==> config.mk <==
export PLATFORM = sky130hd
export DESIGN_NAME = alu_scheduler
export DESIGN_NICKNAME = d
export VERILOG_FILES = /design/src/rtl/alu_pkg.sv /design/src/rtl/alu_core.sv /design/src/rtl/alu_scheduler.sv
export SDC_FILE = /design/constraint.sdc
export NUM_CORES = 1
export LEC_CHECK = 0
export CAP_MARGIN = 25
export CORE_UTILIZATION = 45
export CTS_BUF_LIST = sky130_fd_sc_hd__clkbuf_8
export DETAILED_ROUTE_END_ITERATION = 10
export DONT_BUFFER_PORTS = 1
export SLEW_MARGIN = 10
export SYNTH_ARGS = -nofsm -noshare
export SYNTH_HDL_FRONTEND = slang
export SYNTH_HIERARCHICAL = 1
export SYNTH_SLANG_ARGS = --single-unit
==> constraint.sdc <==
create_clock -name clk -period 2.97 [get_ports clk]
set_clock_uncertainty 0.2 [all_clocks]
set_input_delay 0.891 -clock clk [delete_from_list [all_inputs] [get_ports clk]]
set_output_delay 0.891 -clock clk [all_outputs]
set_load 0.005 [all_outputs]
==> src/rtl/alu_pkg.sv <==
// alu_pkg: shared types and constants for the shared-ALU scheduler.
//   op_t     - 3-bit ALU opcode
//   state_t  - scheduler FSM state
//   FLAG_*   - bit positions of N/Z/C/V inside the 4-bit flag vector {N,Z,C,V}
package alu_pkg;

  typedef enum logic [2:0] {
    OP_ADD  = 3'd0,
    OP_SUB  = 3'd1,
    OP_AND  = 3'd2,
    OP_OR   = 3'd3,
    OP_XOR  = 3'd4,
    OP_SHL  = 3'd5,
    OP_SHR  = 3'd6,
    OP_PASS = 3'd7
  } op_t;

  typedef enum logic [1:0] {
    IDLE = 2'd0,
    EXEC = 2'd1,
    RESP = 2'd2
  } state_t;

  localparam int unsigned FLAG_V = 0;
  localparam int unsigned FLAG_C = 1;
  localparam int unsigned FLAG_Z = 2;
  localparam int unsigned FLAG_N = 3;

endpackage

==> src/rtl/alu_core.sv <==
// alu_core: purely combinational ALU with N/Z/C/V flag generation.
// Ports:
//   a, b    in  WIDTH  operands
//   op      in  3      opcode (alu_pkg::op_t encoding)
//   result  out WIDTH  result, modulo 2^WIDTH
//   flags   out 4      {N,Z,C,V}
module alu_core
  import alu_pkg::*;
#(
  parameter int unsigned WIDTH = 4
) (
  input  logic [WIDTH-1:0] a,
  input  logic [WIDTH-1:0] b,
  input  logic [2:0]       op,
  output logic [WIDTH-1:0] result,
  output logic [3:0]       flags
);

  logic [WIDTH:0] sum;
  logic [WIDTH:0] diff;
  logic           carry;
  logic           ovf;

  always_comb begin
    sum    = {1'b0, a} + {1'b0, b};
    diff   = {1'b0, a} - {1'b0, b};
    result = '0;
    carry  = 1'b0;
    ovf    = 1'b0;
    case (op_t'(op))
      OP_ADD: begin
        result = sum[WIDTH-1:0];
        carry  = sum[WIDTH];
        ovf    = (a[WIDTH-1] == b[WIDTH-1]) && (sum[WIDTH-1] != a[WIDTH-1]);
      end
      OP_SUB: begin
        // Top bit of the widened difference is set exactly when a < b unsigned.
        result = diff[WIDTH-1:0];
        carry  = diff[WIDTH];
        ovf    = (a[WIDTH-1] != b[WIDTH-1]) && (diff[WIDTH-1] != a[WIDTH-1]);
      end
      OP_AND:  result = a & b;
      OP_OR:   result = a | b;
      OP_XOR:  result = a ^ b;
      OP_SHL: begin
        result = {a[WIDTH-2:0], 1'b0};
        carry  = a[WIDTH-1];
      end
      OP_SHR: begin
        result = {1'b0, a[WIDTH-1:1]};
        carry  = a[0];
      end
      OP_PASS: result = a;
      default: result = a;
    endcase
    flags         = '0;
    flags[FLAG_N] = result[WIDTH-1];
    flags[FLAG_Z] = (result == '0);
    flags[FLAG_C] = carry;
    flags[FLAG_V] = ovf;
  end

endmodule

==> src/rtl/alu_scheduler.sv <==
// alu_scheduler: round-robin arbiter sharing one alu_core between NREQ requesters.
// An accepted op is captured in IDLE, executed in EXEC, and its result held in RESP
// until the consumer takes it (one op per 3 cycles at best).
// Ports:
//   clk, reset                clock, asynchronous active-high reset
//   req_valid/req_ready       per-requester handshake; req_ready is a one-hot grant
//   req_a/req_b/req_op        packed per-requester operands and opcodes
//   rsp_valid/rsp_ready       response handshake
//   rsp_id/rsp_result/rsp_flags  issuing requester, result, {N,Z,C,V}
// Optional build macro ALU_STICKY_FLAGS_EN adds:
//   flags_clr     in  1  clears the sticky flag accumulator
//   sticky_flags  out 4  OR of flags of every executed op since last clear/reset
module alu_scheduler
  import alu_pkg::*;
#(
  parameter int unsigned WIDTH = 4,
  parameter int unsigned NREQ  = 4,
  localparam int unsigned IDW  = $clog2(NREQ)
) (
  input  logic                  clk,
  input  logic                  reset,
  input  logic [NREQ-1:0]       req_valid,
  output logic [NREQ-1:0]       req_ready,
  input  logic [NREQ*WIDTH-1:0] req_a,
  input  logic [NREQ*WIDTH-1:0] req_b,
  input  logic [NREQ*3-1:0]     req_op,
  output logic                  rsp_valid,
  input  logic                  rsp_ready,
  output logic [IDW-1:0]        rsp_id,
  output logic [WIDTH-1:0]      rsp_result,
  output logic [3:0]            rsp_flags
`ifdef ALU_STICKY_FLAGS_EN
  ,
  input  logic                  flags_clr,
  output logic [3:0]            sticky_flags
`endif
);

  state_t           state_q, state_d;
  logic [IDW-1:0]   ptr_q, ptr_d;
  logic [WIDTH-1:0] cap_a_q, cap_a_d;
  logic [WIDTH-1:0] cap_b_q, cap_b_d;
  logic [2:0]       cap_op_q, cap_op_d;
  logic [IDW-1:0]   cap_id_q, cap_id_d;
  logic [IDW-1:0]   rsp_id_q, rsp_id_d;
  logic [WIDTH-1:0] rsp_result_q, rsp_result_d;
  logic [3:0]       rsp_flags_q, rsp_flags_d;

  logic [WIDTH-1:0] alu_result;
  logic [3:0]       alu_flags;

  logic             grant_found;
  logic [IDW-1:0]   grant_id;
  logic [IDW-1:0]   cand_id;
  int unsigned      cand;

  alu_core #(.WIDTH(WIDTH)) u_alu_core (
    .a      (cap_a_q),
    .b      (cap_b_q),
    .op     (cap_op_q),
    .result (alu_result),
    .flags  (alu_flags)
  );

  // First valid requester at or after the pointer, scanning cyclically.
  always_comb begin
    grant_found = 1'b0;
    grant_id    = '0;
    cand        = 0;
    cand_id     = '0;
    for (int unsigned i = 0; i < NREQ; i++) begin
      cand    = (32'(ptr_q) + i) % NREQ;
      cand_id = IDW'(cand);
      if (!grant_found && req_valid[cand_id]) begin
        grant_found = 1'b1;
        grant_id    = cand_id;
      end
    end
  end

  always_comb begin
    state_d      = state_q;
    ptr_d        = ptr_q;
    cap_a_d      = cap_a_q;
    cap_b_d      = cap_b_q;
    cap_op_d     = cap_op_q;
    cap_id_d     = cap_id_q;
    rsp_id_d     = rsp_id_q;
    rsp_result_d = rsp_result_q;
    rsp_flags_d  = rsp_flags_q;
    req_ready    = '0;
    rsp_valid    = 1'b0;
    case (state_q)
      IDLE: begin
        // Reset forces IDLE asynchronously; masking keeps the grant low while it is held.
        if (grant_found && !reset) begin
          req_ready = NREQ'(1) << grant_id;
          cap_a_d   = req_a[grant_id*WIDTH +: WIDTH];
          cap_b_d   = req_b[grant_id*WIDTH +: WIDTH];
          cap_op_d  = req_op[grant_id*3 +: 3];
          cap_id_d  = grant_id;
          ptr_d     = (32'(grant_id) == NREQ - 1) ? '0 : grant_id + 1'b1;
          state_d   = EXEC;
        end
      end
      EXEC: begin
        rsp_id_d     = cap_id_q;
        rsp_result_d = alu_result;
        rsp_flags_d  = alu_flags;
        state_d      = RESP;
      end
      RESP: begin
        rsp_valid = 1'b1;
        if (rsp_ready) state_d = IDLE;
      end
      default: state_d = IDLE;
    endcase
  end

  always_ff @(posedge clk or posedge reset) begin
    if (reset) begin
      state_q      <= IDLE;
      ptr_q        <= '0;
      cap_a_q      <= '0;
      cap_b_q      <= '0;
      cap_op_q     <= '0;
      cap_id_q     <= '0;
      rsp_id_q     <= '0;
      rsp_result_q <= '0;
      rsp_flags_q  <= '0;
    end else begin
      state_q      <= state_d;
      ptr_q        <= ptr_d;
      cap_a_q      <= cap_a_d;
      cap_b_q      <= cap_b_d;
      cap_op_q     <= cap_op_d;
      cap_id_q     <= cap_id_d;
      rsp_id_q     <= rsp_id_d;
      rsp_result_q <= rsp_result_d;
      rsp_flags_q  <= rsp_flags_d;
    end
  end

  assign rsp_id     = rsp_id_q;
  assign rsp_result = rsp_result_q;
  assign rsp_flags  = rsp_flags_q;

`ifdef ALU_STICKY_FLAGS_EN
  logic [3:0] sticky_q, sticky_d;

  // Clear applies first so flags from a coincident EXEC edge survive the clear.
  always_comb begin
    sticky_d = flags_clr ? 4'b0000 : sticky_q;
    if (state_q == EXEC) sticky_d = sticky_d | alu_flags;
  end

  always_ff @(posedge clk or posedge reset) begin
    if (reset) sticky_q <= '0;
    else       sticky_q <= sticky_d;
  end

  assign sticky_flags = sticky_q;
`endif

endmodule

# [After elaboration in Yosys (flattened, before gate mapping)]
# Index checks and enable logic that the tools add are counted.
[totals] wordCells=84 output_inout_bits=15 regBits=27 input_bits=51
[classes] n_lt_le_gt_ge=4 shift=4 n_addsub=6 multipliers=1 n_eq_ne=16 n_reduce_logical=15 bitwise=3 mux=26
[op_table] op="4-bit one-hot mux with 8 select lines" n=1
[op_table] op="16-bit by 5-bit indexed part select with 4-bit output" n=2
[op_table] op="2-bit two-way mux" n=7
[op_table] op="3-bit == test (second input constant)" n=4
[op_table] op="2-bit by 3-bit less-than comparator with 1-bit output (second input constant)" n=4
[op_table] op="12-bit by 5-bit indexed part select with 3-bit output" n=1
[op_table] op="1-bit two-way mux" n=9
[op_table] op="1-bit binary-select mux with 2-bit select" n=4
[op_table] op="4-bit two-way mux" n=2
[op_table] op="3-bit by 2-bit == test with 1-bit output (second input constant)" n=2
[op_table] op="1-bit logical AND" n=6
[op_table] op="2-bit one-hot mux with 3 select lines" n=1
[op_table] op="4-bit by 4-bit adder with 5-bit output" n=1
[op_table] op="4-bit by 4-bit subtractor with 5-bit output" n=1
[op_table] op="2-bit by 1-bit adder with 2-bit output (second input constant)" n=2
[op_table] op="2-bit adder (second input constant)" n=2
[op_table] op="4-bit bitwise AND" n=1
[op_table] op="2-bit == test (second input constant)" n=2
[op_table] op="1-bit zero test" n=4
[op_table] op="4-bit zero test" n=1
[op_table] op="2-bit by 2-bit multiplier with 4-bit output (second input constant)" n=1
[op_table] op="2-bit inequality test (second input constant)" n=2
[op_table] op="4-bit bitwise OR" n=1
[op_table] op="1-bit one-hot mux with 4 select lines" n=1
[op_table] op="10 further kinds" n=13

# [Depth between registers and ports, before layout]
# Gate-level depths: netlist (run 1).
[logic_depth] word_depth=15 ltp_mapped=10 mapped_depth_nobuf=9

# [Cells and area by module]
# The synthesis (run 1) kept the hierarchy.
[by_module_without_submodules] module="alu_scheduler" area_per_inst_um2=1437.6 n_inst=1 seq_area_each_um2=675.6 cells_each=134
[by_module_without_submodules] module="alu_core" area_per_inst_um2=698.2 n_inst=1 seq_area_each_um2=0.0 cells_each=97

# [Least setup slack after synthesis (run 1)]
# Ideal clock, no wire load.
[synth_path] path_type="input port to output port" startpoint="input req_valid[3]" endpoint="output req_ready[3]" t_required_ps=1879 path_stages=8 t_arrival_ps=2087 n_path_buf=2 slack_ps=-208 path_cell_list="buf_4 nand2_1 a32o_1 or2_1 inv_2 buf_2 ha_1 and2_1"
[synth_between] elab_chain_cells=15 elab_cells_between_ends=26 cone_classes="1 x shift; 18 x mux; 7 x reduce/logical"
[synth_rtl] element="start: declaration" line_no="alu_scheduler.sv:22" source="input logic [NREQ-1:0] req_valid,"
[synth_rtl] element="1-bit binary-select mux with 2-bit select" line_no="alu_scheduler.sv:74" source="if (!grant_found && req_valid[cand_id]) begin"
[synth_rtl] element="1-bit two-way mux (not written as such)" line_no="alu_scheduler.sv:74"
[synth_rtl] element="1-bit two-way mux" line_no="alu_scheduler.sv:74"
[synth_rtl] element="1-bit zero test" line_no="alu_scheduler.sv:74"
[synth_rtl] element="1-bit logical AND" line_no="alu_scheduler.sv:74"
[synth_rtl] element="1-bit two-way mux" line_no="alu_scheduler.sv:74"
[synth_rtl] element="1-bit zero test" line_no="alu_scheduler.sv:74"
[synth_rtl] element="1-bit logical AND" line_no="alu_scheduler.sv:74"
[synth_rtl] element="1-bit two-way mux" line_no="alu_scheduler.sv:74"
[synth_rtl] element="1-bit zero test" line_no="alu_scheduler.sv:74"
[synth_rtl] element="1-bit logical AND" line_no="alu_scheduler.sv:74"
[synth_rtl] element="2-bit two-way mux / 1-bit two-way mux (equally long branches)" line_no="alu_scheduler.sv:74"
[synth_rtl] element="1-bit by 2-bit left shift with 4-bit output / 1-bit logical AND (equally long branches)" line_no="alu_scheduler.sv:97, alu_scheduler.sv:96"
[synth_rtl] element="4-bit two-way mux *" line_no="alu_scheduler.sv:96" source="if (grant_found && !reset) begin"
[synth_rtl] element="4-bit two-way mux *" line_no="alu_scheduler.sv:93" source="case (state_q)"
[synth_rtl] element="end: declaration" line_no="alu_scheduler.sv:23" source="output logic [NREQ-1:0] req_ready,"
# Mark *: on every way between the ends. The rest lies on a longest branch, timed or not. The select of a mux whose other input is x is not followed.

# [Worst setup path after layout (run 1)]
[layout_path] startpoint="input req_valid[2]" endpoint="output req_ready[3]"
# The elaborated chain is that of the path after synthesis.

==> metrics.yaml, run 1 <==
crit_fanout: 6
drv_cap: 0
synth-simple-area-share_pct: 18.7
setup_slack_ps: 35.2
path_class: "in2out"
synth_compound_area_share_pct: 23.0
synth_area_leaders: "dfrtp_1 32%, ha_1 7.6%, mux2_2 5.3%, nand3_1 5.2%, a32oi_1 4.9%"
post_synth_num_cell_types: 52
antenna_cells: 0
htree_levels: 1
synth_warnings: 6
ys_ff_latch: 27
wirelength_um: 5150
hold_path_class: "reg2reg"
initial_core_util_pct: 48.1
synth_top_family_by_area: "compound AO/OA/AOI/OAI gates"
fin_area_mm2: 0.00226
holdWs_ps: 284
tritoncts: "yes"
globalRouteOverflowTotal: 0
p_per_area_mw_per_mm2: 1060
final.fill_count: 439
area_growth_pct: 5.80
cts.sinks: 27
synth_top_area_cell: "dfrtp_1"
synth-async-reset-ratio_pct: 100
fp-row-count: 24
drtPass1Iterations: 6
drive_gt1_share_pct: 18.3
rrSetupSlack_ps: 380
cts_hold_buf: 0
final_core_util_pct: 50.8
portBuffers: 0
fmax_mhz: 341
cp-end-kind: "output pin"
cts_buffer_depth: 2
place_congestion: 0.839
track_usage_pct: 21.2
post-place-ws_ps: 52.6
synthesis.area_mm2: 0.00214
relSlewSlack_pct: 58.1
reg2reg_depth: 8
synth.top_cell.area_share_pct: 31.6
synth_ff_type: "dfrtp_1"
antenna_found_initial: 0
grt_pass1_wl_um: 8450
wl_per_cell_um: 18.3
fp.dieArea_mm2: 0.00503
path_clk_slew_ps: 100
required_ps: 1880
tightest_slew_ps: 629
clk_latency_ps: 270
synthAdderAreaFrac_pct: 9.49
dpl-instance-area_mm2: 0.00216
die_y_um: 70.9
rsz0062_at_grt: "no"
coreArea_mm2: 0.00444
p_leak_nw: 0.989
grt_pass1_vias: 1785
arrival_ps: 1840
vias_per_cell: 6.37
startpoint: "req_valid[2]"
finalHoldViolCount: 0
syn_nets: 297
muxShareOfSynthArea_pct: 6.80
timing.rr.start: "cap_b_q[2]"
startpoint_type: "input pin"
root_buffer: "clkbuf_8"
r2r-end: "rsp_flags[2]"
irDropWorstVdd_mv: 0.419
pin_count: 66
ant_nets: 0
drtIter0Drc: 80
setup_viol: 0
synth-seq-area-share_pct: 31.6
drv_slew: 0
min_period_ps: 2930
die_w_um: 70.9
hpwl_um: 4040
status: "finished clean"
num_vias: 1791
synthMostInstantiatedCell: "dfrtp_1"
crit_end: "req_ready[3]"
layout.nets: 296
period_share_pct: 98.8
synth-xor-area-share_pct: 1.23
syn_inst: 231
synth-edff-count: 0
synth_area_per_cell_um2: 9.25
grt_start_max_net_pins: 28
numCtsBuffers: 3
drc_errors: 0
synth_common_cells: "27 x dfrtp_1, 22 x nand3_1, 17 x inv_1"
## power by group
part           leakage, nW  switching [mW]  internal [mW]
Sequential           0.337           0.226          0.533
Clock               0.0261           0.121         0.0984
Combinational        0.627           0.762          0.657
## worst min-delay path by stage
stage,startpoint,slack (ps),cells past startpoint,endpoint
floorplan,cap_id_q[1],250,1,cap_id_q[1]
global placement,cap_id_q[0],260,1,cap_id_q[0]
detailed placement,cap_id_q[0],270,1,cap_id_q[0]
CTS,cap_id_q[0],300,1,cap_id_q[0]
global route,cap_id_q[1],320,1,cap_id_q[1]
finish,cap_id_q[0],280,1,cap_id_q[0]
## per-stage QoR
| stage | instances | TNS (ps) | total power [mW] |
|---|---|---|---|
| floorplan | 231 | -134 | 1.87 |
| global route | 281 | 0 | 2.62 |
| finish | 281 | 0 | 2.40 |
| CTS | 278 | 0 | 2.35 |
| detailed placement | 274 | 0 | 2.12 |
| global placement | 274 | 0 | 2.07 |
## registers in the layout (all words and copies together), names as in the netlist
| signal | cells |
|---|---|
| state_q | 2 |
| ptr_q | 2 |
| rsp_flags | 4 |
| cap_a_q | 4 |
| cap_b_q | 4 |
| cap_id_q | 2 |
| cap_op_q | 3 |
| rsp_result | 4 |
| rsp_id | 2 |
## kinds of logic after synthesis
family                   count (synthesis)
XOR/XNOR                                 3
buffers and inverters                   38
adder cells (fa/ha/maj)                 15
multiplexers                            12
flip-flops                              27
AND/OR/NAND/NOR                         72
AO/OA/AOI/OAI                           64
## cells in the final DEF (no fill, tap or decap), types with 2 or more instances in the layout
master / count
nand2_1: 14
clkbuf_8: 3
o211ai_1: 2
buf_4: 13
inv_1: 17
nor2b_1: 4
nor2_1: 8
o21a_1: 3
nand2b_1: 6
fa_1: 2
a32oi_1: 12
a21o_1: 3
o22ai_1: 3
a21oi_1: 4
o21ai_0: 11
a31oi_1: 2
xor2_1: 3
ha_1: 12
nor3_1: 3
a211oi_1: 3
nand3_1: 22
dfrtp_1: 26
a22oi_1: 12
mux2_2: 10
## layer usage
layer,vias up,track usage (%),share of wire (%)
li1,840,-,-
met2,86,35.1,48
met3,10,4.70,5.9
met1,855,27.1,44
met5,-,0,0
met4,0,8.22,2.5
## worst max-delay path, stage by stage
cell and delay (ps):
nor2b_1 130, a32o_2 240, or2_4 270, inv_4 70, ha_4 110, and2_4 130
## final cells by class
class | instances | area [um2] | share of cell area, %
clock inverters | 1 | 8.76 | 0.388
clock buffers | 3 | 41.3 | 1.83
multi-input cells | 166 | 1290 | 57.0
well taps | 52 | 65.1 | 2.88
flip-flops and latches | 27 | 677 | 30.0
repair buffers | 14 | 109 | 4.82
inverters | 18 | 70.1 | 3.10
## what timing repair did
action	CTS	global route
buffers inserted	0	3
gates resized for setup	0	9
endpoints found under the setup margin	0	2
endpoints found under the hold margin	0	0
Power figures use the tool's default switching activity.
==> run 2: changes to the inputs <==
--- a/config.mk
+++ b/config.mk
@@ -10,6 +10,7 @@
 export CTS_BUF_LIST = sky130_fd_sc_hd__clkbuf_8
 export DETAILED_ROUTE_END_ITERATION = 10
 export DONT_BUFFER_PORTS = 1
+export RECOVER_POWER = 25
 export SLEW_MARGIN = 10
 export SYNTH_ARGS = -nofsm -noshare
 export SYNTH_HDL_FRONTEND = slang
==> run 2 against run 1 <==
Effect of this change:
- utilization shrank 0.084 points
- wire length shrank 0.37%
- highest routed layer unchanged
- setup slack gained 1.9 ps
- via count shrank 0.73%
- hold slack is essentially flat
- global-route usage is the same
- non-clock buffer count is the same
==> metrics.yaml, run 2 (synthesis gave the netlist of run 1 again) <==
required_ps: 1880  # about the same
cp-end-kind: "output pin"
initial_core_util_pct: 48.1  # unchanged
startpoint_type: "input pin"
drv_cap: 0  # unchanged
cts_hold_buf: 0  # unchanged
vias_per_cell: 6.33  # -0.73%
drc_errors: 0  # unchanged
numCtsBuffers: 3  # unchanged
tightest_slew_ps: 1410  # +779 ps
hpwl_um: 4040  # unchanged
num_vias: 1778  # -0.73%
final_core_util_pct: 50.8  # -0.084 points
fp.dieArea_mm2: 0.00503  # unchanged
htree_levels: 1  # unchanged
irDropWorstVdd_mv: 0.419  # -0.17%
power_mw: 2.40  # about the same
pin_count: 66  # unchanged
wl_per_cell_um: 18.3  # -0.37%
status: "finished clean"
relSlewSlack_pct: 6.15  # -52 points
drive_gt1_share_pct: 17.9  # -0.44 points
setup_viol: 0  # unchanged
p_per_area_mw_per_mm2: 1060  # about the same
area_growth_pct: 5.62
tritoncts: "yes"
hold_path_class: "reg2reg"
antenna_cells: 0  # unchanged
arrival_ps: 1840  # about the same
grt_pass1_wl_um: 8450  # unchanged
crit_path_max_incr_delay_ps: 270  # about the same
track_usage_pct: 21.2  # unchanged
final_common_cell: "dfrtp_1"
grt_start_max_net_pins: 28  # unchanged
wirelength_um: 5130  # -0.37%
root_buffer: "clkbuf_8"
die_y_um: 70.9  # unchanged
fmax_mhz: 341  # about the same
clk_latency_ps: 270  # about the same
cts.sinks: 27  # unchanged
drv_slew: 0  # unchanged
drtPass1Iterations: 6  # unchanged
path_class: "in2out"
crit_path_top_delay_cell: "or2_4"
place_congestion: 0.839  # unchanged
path_clk_slew_ps: 100  # about the same
p_leak_nw: 0.986  # -0.37%
cts_buffer_depth: 2  # unchanged
min_period_ps: 2930  # -1.95 ps
grt_pass1_vias: 1785  # unchanged
finalHoldViolCount: 0  # unchanged
final.fill_count: 441  # +0.46%
drtIter0Drc: 80  # unchanged
crit_fanout: 6  # unchanged
coreArea_mm2: 0.00444  # unchanged
layout.nets: 296  # unchanged
fp-row-count: 24  # unchanged
rsz0062_at_grt: "no"
crit_chain: "nor2b_1 -> a32o_2 -> or2_4 -> inv_4 -> ha_4 -> and2_4"
final_cell_mix: "26 x dfrtp_1, 22 x nand3_1, 17 x inv_1"
period_share_pct: 98.7  # about the same
globalRouteOverflowTotal: 0  # unchanged
holdWs_ps: 284  # +0.0150 ps
portBuffers: 0  # unchanged
antenna_found_initial: 0  # unchanged
die_w_um: 70.9  # unchanged
ant_nets: 0  # unchanged
==> run 2: cell count changes in the layout (fill, tap and decap cells not counted), sizes merged <==
cell    previous run  this run
buf               14        13
clkbuf             3         4
==> run 2: layout make-up <==
| class | instances | area [um2] | area share, % |
|---|---|---|---|
| multi-input cells | 166 | 1290 | 57.1 |
| flip-flops and latches | 27 | 677 | 30.0 |
| clock inverters | 1 | 8.76 | 0.388 |
| clock buffers | 3 | 41.3 | 1.83 |
| repair buffers | 14 | 105 | 4.66 |
| well taps | 52 | 65.1 | 2.88 |
| inverters | 18 | 70.1 | 3.11 |
==> run 2: worst paths after layout <==
kind                                endpoint         start  slack (ps)  depth (start not counted)
worst min-delay path             cap_id_q[0]   cap_id_q[0]         280                          1
worst max-delay path            req_ready[3]  req_valid[2]          40                          6
max in group asynchronous           ptr_q[1]         reset         890                          2
worst max register to register  rsp_flags[2]    cap_b_q[2]         380                          8
min in group asynchronous         state_q[1]         reset         770                          2
worst min register to register   cap_id_q[0]   cap_id_q[0]         280                          1
==> run 2: per-stage QoR <==
stage	setup TNS [ps]	cell area, um2	cells	setup slack [ps]
final	0	2260	281	37.1
after global routing	0	2260	281	9.59
after CTS	0	2210	278	25.6
after detailed placement	0	2160	274	52.6
after global placement	0	2160	274	72.7
after floorplan	-134	2150	231	-68.0
==> run 2: power by group <==
group / total (mW) / internal [mW] / switching [mW]
Combinational: 1.42 / 0.656 / 0.760
Clock: 0.220 / 0.0984 / 0.121
Sequential: 0.760 / 0.533 / 0.227
Total: 2.40 / 1.29 / 1.11
==> run 2: per-layer routing <==
| layer | vias up | global-route usage (%) | part of all wire, % |
|---|---|---|---|
| met5 | - | 0 | 0 |
| met4 | 0 | 8.22 | 2.4 |
| met3 | 8 | 4.70 | 5.2 |
| met2 | 71 | 35.1 | 48 |
| met1 | 859 | 27.1 | 44 |
| li1 | 840 | - | - |
==> run 2: critical path: cells and delay by family <==
kind	cells	cell delay, ps
buf+inv	1	70
simple gates	3	530
compound gates	1	240
fa+ha+maj	1	110
==> run 2: what timing repair did <==
item	in CTS	in global routing
endpoints found under the setup margin	0	2
gates resized for setup	0	9
setup buffers	0	3
